<file path="config.mk">
export PLATFORM = sky130hd
export DESIGN_NAME = dma_channel_arbiter
export DESIGN_NICKNAME = d
export VERILOG_FILES = /design/src/rtl/dma_pkg.sv /design/src/rtl/dma_rr_pick.sv /design/src/rtl/dma_channel_arbiter.sv
export SDC_FILE = /design/constraint.sdc
export NUM_CORES = 1
export LEC_CHECK = 0
export ABC_CLOCK_PERIOD_IN_PS = 3490
export CORE_ASPECT_RATIO = 1.4
export CORE_MARGIN = 1
export CORE_UTILIZATION = 54
export DETAILED_ROUTE_END_ITERATION = 10
export GPL_TIMING_DRIVEN = 0
export PLACE_DENSITY = 0.9
export SLEW_MARGIN = 20
export SYNTH_ARGS = -nofsm -noshare
export SYNTH_HDL_FRONTEND = slang
export SYNTH_SLANG_ARGS = --single-unit
</file>
<file path="constraint.sdc">
create_clock -name clk -period 3.49 [get_ports clk]
set_input_delay 0.349 -clock clk [delete_from_list [all_inputs] [get_ports clk]]
set_output_delay 0.349 -clock clk [all_outputs]
set_load 0.005 [all_outputs]
</file>
<file path="src/rtl/dma_pkg.sv">
// Shared DMA definitions: channel count, arbiter state encoding, register map.
package dma_pkg;

  localparam int unsigned DMA_NCH      = 4;
  localparam int unsigned DMA_CH_W     = $clog2(DMA_NCH);
  localparam int unsigned DMA_HOLD_TMO = 255;

  // Register file addresses (shared with the DMA register block)
  localparam int unsigned DMA_ADDR_W   = 4;
  localparam logic [DMA_ADDR_W-1:0] DMA_REG_CMD    = 4'h8;
  localparam logic [DMA_ADDR_W-1:0] DMA_REG_REQ    = 4'h9;
  localparam logic [DMA_ADDR_W-1:0] DMA_REG_SMASK  = 4'hA;
  localparam logic [DMA_ADDR_W-1:0] DMA_REG_MODE   = 4'hB;
  localparam logic [DMA_ADDR_W-1:0] DMA_REG_CLRFF  = 4'hC;
  localparam logic [DMA_ADDR_W-1:0] DMA_REG_MASK   = 4'hF;

  typedef enum logic [2:0] {
    ST_IDLE    = 3'd0,
    ST_REQ     = 3'd1,
    ST_GRANT   = 3'd2,
    ST_XFER    = 3'd3,
    ST_RELEASE = 3'd4
  } dma_state_e;

endpackage

</file>
<file path="src/rtl/dma_rr_pick.sv">
// Combinational priority encoder: fixed (ch0 first) or rotating from ptr.
module dma_rr_pick #(
  parameter int unsigned NCH  = 4,
  parameter int unsigned CH_W = 2
) (
  input  logic [NCH-1:0]  elig,
  input  logic [CH_W-1:0] ptr,
  input  logic            rotate_en,
  output logic [CH_W-1:0] winner,
  output logic            valid
);

  logic [CH_W-1:0] base;
  logic [CH_W-1:0] idx;

  // Scan upward from the base channel, wrapping, and take the first eligible one
  always_comb begin
    winner = '0;
    valid  = 1'b0;
    idx    = '0;
    base   = rotate_en ? ptr : '0;
    for (int unsigned i = 0; i < NCH; i++) begin
      idx = CH_W'((32'(base) + i) % NCH);
      if (!valid && elig[idx]) begin
        winner = idx;
        valid  = 1'b1;
      end
    end
  end

endmodule

</file>
<file path="src/rtl/dma_channel_arbiter.sv">
// DMA front-end scheduler: DREQ arbitration, HRQ/HLDA handshake, transfer sequencing.
module dma_channel_arbiter
  import dma_pkg::*;
#(
  parameter  int unsigned NCH      = DMA_NCH,
  parameter  int unsigned HOLD_TMO = DMA_HOLD_TMO,
  localparam int unsigned CH_W     = $clog2(NCH)
) (
  input  logic            clk,
  input  logic            reset,
  input  logic [NCH-1:0]  dreq,
  input  logic [NCH-1:0]  mask,
  input  logic [NCH-1:0]  block_mode,
  input  logic            rotate_en,
  input  logic            hlda,
  input  logic            xfer_done,
  input  logic            tc,
  output logic            hrq,
  output logic [NCH-1:0]  dack,
  output logic [CH_W-1:0] chan_sel,
  output logic            xfer_start,
  output logic            busy,
  output logic            hold_timeout
);

  localparam int unsigned TMO_W = $clog2(HOLD_TMO + 1);

  dma_state_e       state_q, state_d;
  logic [CH_W-1:0]  chan_d;
  logic [CH_W-1:0]  ptr_q, ptr_d;
  logic [TMO_W-1:0] tmo_cnt_q, tmo_cnt_d;
  logic             tmo_flag_d;
  logic             hrq_d, xfer_start_d, busy_d;
  logic [NCH-1:0]   dack_d;
  logic [NCH-1:0]   elig;
  logic [CH_W-1:0]  pick;
  logic             pick_valid;

  assign elig = dreq & ~mask;

  dma_rr_pick #(
    .NCH  (NCH),
    .CH_W (CH_W)
  ) u_pick (
    .elig      (elig),
    .ptr       (ptr_q),
    .rotate_en (rotate_en),
    .winner    (pick),
    .valid     (pick_valid)
  );

  // Next state, latched channel, pointer, timeout counter and registered-output values
  always_comb begin
    state_d      = state_q;
    chan_d       = chan_sel;
    ptr_d        = ptr_q;
    tmo_cnt_d    = tmo_cnt_q;
    tmo_flag_d   = hold_timeout;
    hrq_d        = 1'b0;
    dack_d       = '0;
    xfer_start_d = 1'b0;
    busy_d       = 1'b0;

    case (state_q)
      ST_IDLE: begin
        if (|elig) begin
          state_d   = ST_REQ;
          tmo_cnt_d = '0;
        end
      end
      ST_REQ: begin
        if (!(|elig)) begin
          state_d = ST_RELEASE;
        end else if (hlda && pick_valid) begin
          chan_d  = pick;
          state_d = ST_GRANT;
        end else if (tmo_cnt_q == TMO_W'(HOLD_TMO - 1)) begin
          tmo_flag_d = 1'b1;
          state_d    = ST_RELEASE;
        end else begin
          tmo_cnt_d = tmo_cnt_q + 1'b1;
        end
      end
      ST_GRANT: begin
        state_d = hlda ? ST_XFER : ST_RELEASE;
      end
      ST_XFER: begin
        if (!hlda) begin
          // Bus revoked: abandon without advancing the pointer
          state_d = ST_RELEASE;
        end else if (xfer_done) begin
          ptr_d = CH_W'((32'(chan_sel) + 1) % NCH);
          if (block_mode[chan_sel] && !tc && elig[chan_sel]) begin
            state_d = ST_GRANT;
          end else begin
            state_d = ST_RELEASE;
          end
        end
      end
      ST_RELEASE: begin
        if (!hlda) begin
          state_d = ST_IDLE;
        end
      end
      default: begin
        state_d = ST_IDLE;
      end
    endcase

    if (!rotate_en) begin
      ptr_d = '0;
    end

    hrq_d        = (state_d == ST_REQ) || (state_d == ST_GRANT) || (state_d == ST_XFER);
    xfer_start_d = (state_d == ST_GRANT);
    busy_d       = (state_d != ST_IDLE);
    if ((state_d == ST_GRANT) || (state_d == ST_XFER)) begin
      dack_d = NCH'(1) << chan_d;
    end
  end

  // State and registered outputs, cleared asynchronously by reset
  always_ff @(posedge clk or negedge reset) begin
    if (!reset) begin
      state_q      <= ST_IDLE;
      chan_sel     <= '0;
      ptr_q        <= '0;
      tmo_cnt_q    <= '0;
      hold_timeout <= 1'b0;
      hrq          <= 1'b0;
      dack         <= '0;
      xfer_start   <= 1'b0;
      busy         <= 1'b0;
    end else begin
      state_q      <= state_d;
      chan_sel     <= chan_d;
      ptr_q        <= ptr_d;
      tmo_cnt_q    <= tmo_cnt_d;
      hold_timeout <= tmo_flag_d;
      hrq          <= hrq_d;
      dack         <= dack_d;
      xfer_start   <= xfer_start_d;
      busy         <= busy_d;
    end
  end

endmodule

</file>
; After elaboration in Yosys (flattened, before gate mapping)
; Index checks and enable logic that the tools add are counted.
[totals]
regBits = 23
inputBits = 18
[op_classes]
add_sub_neg = 5
magnitude_cmp = 5
eq_ne = 15
shifts = 1
n_mux = 44
bitwise_logic = 3
n_reduce_logical = 20
[ops]
columns = cell, n
row1 = two-way mux 8 bit, 4
row2 = two-way mux 3 bit, 9
row3 = two-way mux 2 bit, 12
row4 = one-hot mux 8 bit (2 select lines), 1
row5 = "< comparator 2 x 3 -> 1 bit, second input constant", 5
row6 = one-hot mux 3 bit (5 select lines), 1
row7 = binary-select mux 1 bit (select 2 bit), 6
row8 = "== test 3 x 2 -> 1 bit, second input constant", 4
row9 = two-way mux 1 bit, 10
row10 = "adder 8 x 1 -> 8 bit, second input constant", 1
row11 = "== test 8 bit, second input constant", 1
row12 = "inequality test 2 bit, second input constant", 4
row13 = "== test 3 x 1 -> 1 bit, second input constant", 2
row14 = logical AND 1 bit, 6
row15 = "inequality test 2 x 1 -> 1 bit, second input constant", 3
row16 = AND reduction 5 bit, 1
row17 = "adder 2 x 1 -> 2 bit, second input constant", 2
row18 = "adder 2 bit, second input constant", 2
row19 = bitwise AND 4 bit, 1
row20 = zero test 1 bit, 4
row21 = two-way mux 4 bit, 1
row22 = NOT 4 bit, 1
row23 = AND reduction 4 bit, 1
row24 = OR reduction 4 bit, 1
row25 = 8 further kinds, 10

; Depth between registers and ports, before layout
; Gate-level depths: netlist of run 1.
[depth]
word_depth = 21
mapped_depth = 8

; Cells and area by module
; A second synthesis of run 1 with hierarchy kept.
[unflattened]
cells_unflattened = 159
area_unflattened_um2 = 1545.2
[modules_own_cells]
columns = mod, instances, cells_per_inst, area_each_um2, seq_area_each_um2
row1 = dma_channel_arbiter, 1, 113, 1249.9, 575.6
row2 = dma_rr_pick, 1, 46, 295.3, 0.0

; Least setup slack after synthesis of run 1
; Ideal clock, no wire load.
[synth_path]
path_kind = input to register
start = input rotate_en
end = register dack[3]
t_arrival_ns = 1.662
required_ns = 3.402
slack_ns = 1.740
path_stages = 7
path_buffers = 1
cell_sequence = buf_6 nand2_2 mux4_2 o211ai_2 a21oi_2 o31a_1 nor3b_1
[synth_via]
elab_chain_len = 20
word_cells_on_any_way = 38
classes_between = add/sub (3) / eq/ne (2) / shift (1) / mux (24) / reduce/logical (8)
[synth_rtl]
columns = element, line
row1 = "start, declared", dma_channel_arbiter.sv:14  ; input logic rotate_en,
row2 = two-way mux 2 bit *, dma_rr_pick.sv:21  ; base = rotate_en ? ptr : '0;
row3 = "parallel branches: the longest is 18 deep, another holds adder 2 x 1 -> 2 bit", --
row4 = two-way mux 4 bit *, dma_channel_arbiter.sv:117  ; if ((state_d == ST_GRANT) || (state_d == ST_XFER)) begin
row5 = named net dack_d[3], dma_channel_arbiter.sv:34  ; logic [NCH-1:0] dack_d;
row6 = "end signal, assigned", dma_channel_arbiter.sv:141  ; dack <= dack_d;
row7 = "end, declared", dma_channel_arbiter.sv:19  ; output logic [NCH-1:0] dack,
; Mark *: on every way through the listed nets, which the timed path passes. The select of a mux whose other input is x is not followed.
; A chain may end at the register's enable or synchronous reset.

; Worst setup path after layout of run 1
[layout_path]
start = input mask[3]
end = register dack[1]
[layout_via]
elab_chain_len = 21
word_cells_on_any_way = 44
classes_between = eq/ne (2) / shift (1) / mux (29) / bitwise (2) / reduce/logical (10)
[layout_rtl]
columns = element, line
row1 = "start, declared", dma_channel_arbiter.sv:12  ; input logic [NCH-1:0] mask,
row2 = NOT 4 bit *, dma_channel_arbiter.sv:39  ; assign elig = dreq & ~mask;
row3 = bitwise AND 4 bit *, dma_channel_arbiter.sv:39
row4 = binary-select mux 1 bit (select 2 bit), dma_rr_pick.sv:24  ; if (!valid && elig[idx]) begin
row5 = two-way mux 1 bit (not written as such), dma_rr_pick.sv:24
row6 = two-way mux 1 bit, dma_rr_pick.sv:24
row7 = zero test 1 bit, dma_rr_pick.sv:24
row8 = logical AND 1 bit, dma_rr_pick.sv:24
row9 = two-way mux 1 bit, dma_rr_pick.sv:24
row10 = (+6 left out), --
row11 = logical AND 1 bit, dma_channel_arbiter.sv:74  ; end else if (hlda && pick_valid) begin
row12 = two-way mux 3 bit, dma_channel_arbiter.sv:74
row13 = two-way mux 3 bit, dma_channel_arbiter.sv:72  ; if (!(|elig)) begin
row14 = one-hot mux 3 bit (5 select lines), dma_channel_arbiter.sv:64  ; case (state_q)
row15 = == test 3 x 2 -> 1 bit, dma_channel_arbiter.sv:117
row16 = logical OR 1 bit, dma_channel_arbiter.sv:117
row17 = two-way mux 4 bit *, dma_channel_arbiter.sv:117
row18 = named net dack_d[1], dma_channel_arbiter.sv:34
; The timed path passes the listed nets; every way through them passes the cells marked *. The select of a mux whose other input is x is not followed.

==> results.yml, run 1 <==
outcome:
  status: "finished with violations"
  violations: "negative hold slack"
drt:
  ant_nets: 0
  vias: 1159
  first_pass_iters: 4
  drt_iter0_drc: 28
  drc: 0
  wl_um: 2950
  via_per_inst: 5.80
  drt-wirelength-per-cell_um: 14.8
timing:
  hold_viol_final: 23
  rsz0062_at_grt: "false"
  max_slew_margin: 0.634
  timing.final.crit_period_ns: 2.03
  fin_skew_ns: 0.00805
  max_freq_ghz: 0.494
  finalCritPeriodShare: 0.581
  maxSlewViolCount: 0
  worst_pin_slew_ns: 0.546
  finalWorstSetupSlack_ns: 1.46
  worst_hold_slack_ns: -0.0121
  fin_setup_tns_ns: 0
  setup_viol: 0
final_layout:
  final_cell_area_um2: 1700
  layout_common_cells: "clkdlybuf4s50_1 (25), dfrtp_1 (23), nor2_1 (11)"
  layout_commonest_cell: "clkdlybuf4s50_1"
  layout.cells.non_filler: 200
  layout.nets: 187
  layout-drive-gt1-share: 0.139
  syn_to_final_growth_pct: 23.5
  n_antenna_cell: 0
  fin_util: 0.704
logic_synthesis:
  async_flop_share: 1.00
  ys.flop_type: "dfrtp_1"
  syn_area_um2: 1380
  ys_seq_elements: 23
  yosysWarningCount: 0
  synth_nets: 156
  synth.distinct_cells: 48
  ys_seq_area_frac: 0.417
  syn_inst: 136
  synth_edf_count: 0
  synth_area_per_cell_um2: 10.1
floorplan:
  rows: 21
  fp.dieW_um: 44.7
  die_h_um: 61.8
  die_area_um2: 2760
  start_util: 0.570
  boundaryPins: 28
  core-area_um2: 2420
min_path:
  min_path_type: "input port to async pin"
clock_tree:
  clk_path_buf_depth: 2
  cts_root_buf: "clkbuf_4"
  post-cts-setup-buffers: 0
  cts-resized-gates: 0
  path_clk_slew_ns: 0.12
  cts_tree: "done"
  insertion_delay_ns: 0.31
  htree_levels: 1
  cts_buffers: 3
  numClockSinks: 23
  holdBufCountCts: 0
power:
  p_leak_nw: 0.758
  p_sw_frac: 0.366
  power.density_nw_per_um2: 509
  internal_power_w: 0.000549
  comb_power_share: 0.416
  p_seq_frac: 0.446
  power_switching_w: 0.000318
  p_clk_frac: 0.137
  ir_drop_mv: 0.440
global_route:
  grt_max_degree: 24
  grt_overflow: 0
  grt_pass1_wl_um: 4800
  antenna_found_initial: 0
  grt_pass1_vias: 1136
  track_usage: 0.241
setup_path:
  crit_chain: "clkdlybuf4s50_1, nand2b_1, mux4_2, o211ai_2, a21oi_2, o31a_1, nor3_1"
  critPathTopFamily: "compound AO/OA/AOI/OAI gates"
  path_max_fanout: 3
  path_buf_inv: 1
  crit_arrival_ns: 2.24
  cp_slowest_cell: "mux4_2"
  r2r_cells: 6
  critPathKind: "input port to flop"
  crit_required_ns: 3.71
  cp_slowest_stage_delay_ns: 0.49
  startpoint_type: "input port"
  rrSetupSlack_ns: 1.51
  regToRegEndpoint: "tmo_cnt_q[4]$_DFFE_PN0P_"
  cp-end-kind: "flop"
  reg2reg_from: "tmo_cnt_q[3]$_DFFE_PN0P_"
job:
  cap_violations: 0
placed_design:
  dpl.hpwl_um: 2270
  io_buffers: 26
  place.gp.congestion: 0.929
  dpl-instance-area_um2: 1680
  dpl_worst_slack_ns: 1.14
  dp_cells: 196
## worst max path at each step
stage                          from  slack [ns]  cells after the start                       end
2_1_floorplan             rotate_en        1.74                      7         dack[3]$_DFF_PN0_
3_3_place_gp                mask[2]        1.17                      6            busy$_DFF_PN0_
6_report                    mask[3]        1.46                      7         dack[1]$_DFF_PN0_
5_1_grt        state_q[2]$_DFF_PN0_        1.34                      6  tmo_cnt_q[4]$_DFFE_PN0P_
3_5_place_dp                mask[3]        1.14                      7         dack[1]$_DFF_PN0_
4_1_cts                     mask[3]        1.47                      7         dack[1]$_DFF_PN0_
## sequential cells by signal, indices dropped and copies added (netlist names)
| register | cells |
|---|---|
| chan_sel | 2 |
| busy | 1 |
| ptr_q | 2 |
| state_q | 3 |
| hold_timeout | 1 |
| xfer_start | 1 |
| hrq | 1 |
| tmo_cnt_q | 8 |
| dack | 4 |
## per-layer routing
metal	track usage	share of wire
met1	0.276	0.42
met2	0.424	0.52
met3	0.0347	0.039
met4	0.143	0.018
met5	0	0
## cell families after synthesis
family                     count (synthesis)  synth area share
and+or+nand+nor                           70             0.318
buffers and inverters                      7            0.0245
adders and majority gates                  2            0.0181
xor gates and xnor gates                   8            0.0508
AOI/OAI and AO/OA                         21             0.123
DFF                                       23             0.417
muxes                                      5            0.0481
## power by group through the flow
| stage | Clock, W | Combinational [W] | Sequential (W) |
|---|---|---|---|
| after global placement | 0 | 0.000349 | 0.000386 |
| after floorplan | 0 | 0.000220 | 0.000381 |
| after global routing | 0.000131 | 0.000404 | 0.000395 |
| after CTS | 0.000123 | 0.000361 | 0.000387 |
| final | 0.000119 | 0.000361 | 0.000387 |
| after detailed placement | 0 | 0.000359 | 0.000392 |
## through the flow
step,hold slack [ns],power [W]
after global placement,0.441,0.000735
after global routing,0.0243,0.000930
after floorplan,0.0534,0.000601
after detailed placement,0.448,0.000751
after CTS,0.298,0.000871
final,-0.0121,0.000867
## cell usage after synthesis (2+ instances only)
library cell,number,area [um^2]
nand3_1,8,40.0
nor2_1,11,41.3
and2_1,5,31.3
nand2_1,10,37.5
nor3b_1,2,15.0
nand4b_1,2,17.5
nand2b_1,5,31.3
o31ai_2,2,25.0
o41ai_1,2,17.5
inv_2,2,7.51
inv_1,3,11.3
nor3b_2,2,25.0
nand4_1,7,43.8
xor2_1,7,61.3
and4_1,2,17.5
dfrtp_1,23,576
ha_1,2,25.0
o21ai_0,5,25.0
mux2i_1,3,30.0
or3_1,2,12.5
nor3_1,3,15.0
a31oi_1,2,12.5
## final cells by class
cell class / instances / area, um^2
multi-input cells: 106 / 769
fillers: 191 / 714
flip-flops and latches: 23 / 576
repair buffers: 26 / 255
well taps: 34 / 42.5
clock buffers: 4 / 26.3
inverters: 5 / 18.8
plain buffers: 2 / 15.0
Power figures use the tool's default switching activity.
==> inputs of run 2 (changes only) <==
- ABC_CLOCK_PERIOD_IN_PS: 3490 -> 2000
- CORE_UTILIZATION: 54 -> 50
- PLACE_DENSITY: 0.9 -> 0.85
- clock period: 3.49 -> 2 ns (I/O delays scaled with it)
==> results.yml, run 2 (synthesis gave the netlist of run 1 again) <==
setup_path:
  crit_arrival_ns: 2.07
  path_max_fanout: 8
  startpoint_type: "flop"
  crit_required_ns: 2.19
  cp-end-kind: "flop"
  critPathKind: "flop to flop"
final_layout:
  layout.nets: 189
  multiInputGateArea_um2: 802
  largest_reg_flops: 8
  layout_commonest_cell: "clkdlybuf4s50_1"
  largest_register: "tmo_cnt_q"
  fillers: 210
  layout_common_cells: "clkdlybuf4s50_1 (25), dfrtp_1 (23), nor2_1 (11)"
  fin_util: 0.671
  seq_area_um2: 576
  largest_registers: "tmo_cnt_q x8, dack x4, state_q x3"
  layout-drive-gt1-share: 0.155
  final_cell_area_um2: 1760
  layout.cells.non_filler: 204
  syn_to_final_growth_pct: 27.3
  n_antenna_cell: 0
outcome:
  status: "complete, no violations"
job:
  cap_violations: 0
global_route:
  grt_max_degree: 24
  antenna_found_initial: 0
  grt_overflow: 0
  grt_pass1_wl_um: 4820
  track_usage: 0.220
  grt_pass1_vias: 1113
clock_tree:
  htree_levels: 1
  clk_path_buf_depth: 2
  cts_buffers: 3
  cts_tree: "done"
  cts_root_buf: "clkbuf_4"
  path_clk_slew_ns: 0.12
  numClockSinks: 23
  insertion_delay_ns: 0.31
floorplan:
  rows: 22
  start_util: 0.527
  die_area_um2: 2970
  die_h_um: 64.1
  core-area_um2: 2620
  fp.dieW_um: 46.4
  boundaryPins: 28
drt:
  first_pass_iters: 4
  vias: 1150
  drt-wirelength-per-cell_um: 14.3
  drt_iter0_drc: 12
  via_per_inst: 5.64
  wl_um: 2910
  ant_nets: 0
  drc: 0
placed_design:
  io_buffers: 26
  place.gp.congestion: 0.881
  dpl.hpwl_um: 2210
  dpl-instance-area_um2: 1680
  dp_cells: 198
timing:
  timing.final.crit_period_ns: 1.88
  max_freq_ghz: 0.532
  worst_pin_slew_ns: 0.488
  setup_viol: 0
  maxSlewViolCount: 0
  finalCritPeriodShare: 0.940
  rsz0062_at_grt: "false"
  hold_viol_final: 0
  fin_skew_ns: 0.000928
  max_slew_margin: 0.675
power:
  ir_drop_mv: 0.748
  power.total_w: 0.00157
  p_leak_nw: 0.777
  power.density_nw_per_um2: 896
min_path:
  min_path_type: "input port to flop"
run 2: cell count changes in the layout (fill, tap and decap cells not counted), sizes merged:
cell / previous run / this run
dlygate4sd3: 0 / 1
buf: 3 / 4
run 2: final timing paths:
kind,from,end,slack [ns],depth (start not counted)
min in group asynchronous,reset,dack[2]$_DFF_PN0_,0.36,2
min,rotate_en,ptr_q[0]$_DFFE_PN0P_,0.14,2
max,chan_sel[0]$_DFF_PN0_,busy$_DFF_PN0_,0.12,6
max in group asynchronous,reset,tmo_cnt_q[4]$_DFFE_PN0P_,1.31,2
min reg2reg,hold_timeout$_DFFE_PN0P_,hold_timeout$_DFFE_PN0P_,0.48,1
max reg2reg,chan_sel[0]$_DFF_PN0_,busy$_DFF_PN0_,0.12,6
run 2: final cells by class:
cell class,count,share of cell area
clock buffers,4,0.0150
well taps,36,0.0257
flip-flops and latches,23,0.328
plain buffers,2,0.00855
repair buffers,28,0.155
inverters,5,0.0107
multi-input cells,106,0.457
run 2: through the flow:
stage / TNS, ns / setup WS [ns] / hold slack (ns)
2_1_floorplan: 0 / 0.291 / -0.0956
3_3_place_gp: -2.07 / -0.229 / 0.446
3_5_place_dp: -2.49 / -0.239 / 0.447
4_1_cts: 0 / 0.0607 / 0.141
5_1_grt: 0 / 0.0180 / 0.153
6_report: 0 / 0.120 / 0.141
run 2: repair_timing:
action | 4_1_cts | 5_1_grt
endpoints found under the hold margin | 0 | 23
hold buffers | 0 | 1
buffers inserted | 0 | 1
setup endpoints to repair | 0 | 11
resized for setup | 0 | 4
run 2: worst max-delay path, stage by stage, from the launching register on:
cell      delay (ns)
dfrtp_1         0.49
and3b_1         0.22
a22oi_1         0.14
a31oi_1         0.13
or2_4           0.28
a21boi_2        0.36
nand4_1         0.15
run 2: power by group:
part           internal (W)  leakage, nW  switching [W]
sequential         0.000565        0.309       0.000107
combinational      0.000352        0.453       0.000335
clock             0.0000781       0.0150       0.000136
run 2: routing by layer:
layer  part of all wire  global-route usage
met3              0.036              0.0282
met2               0.51               0.351
met5                  0                   0
met4              0.018              0.0919
met1               0.44               0.289
==> inputs of run 3 (changes only) <==
- ABC_CLOCK_PERIOD_IN_PS: 2000 -> unset
==> results of run 3 <==
Same layout as run 2: the final DEF is identical, and so are final timing and power.
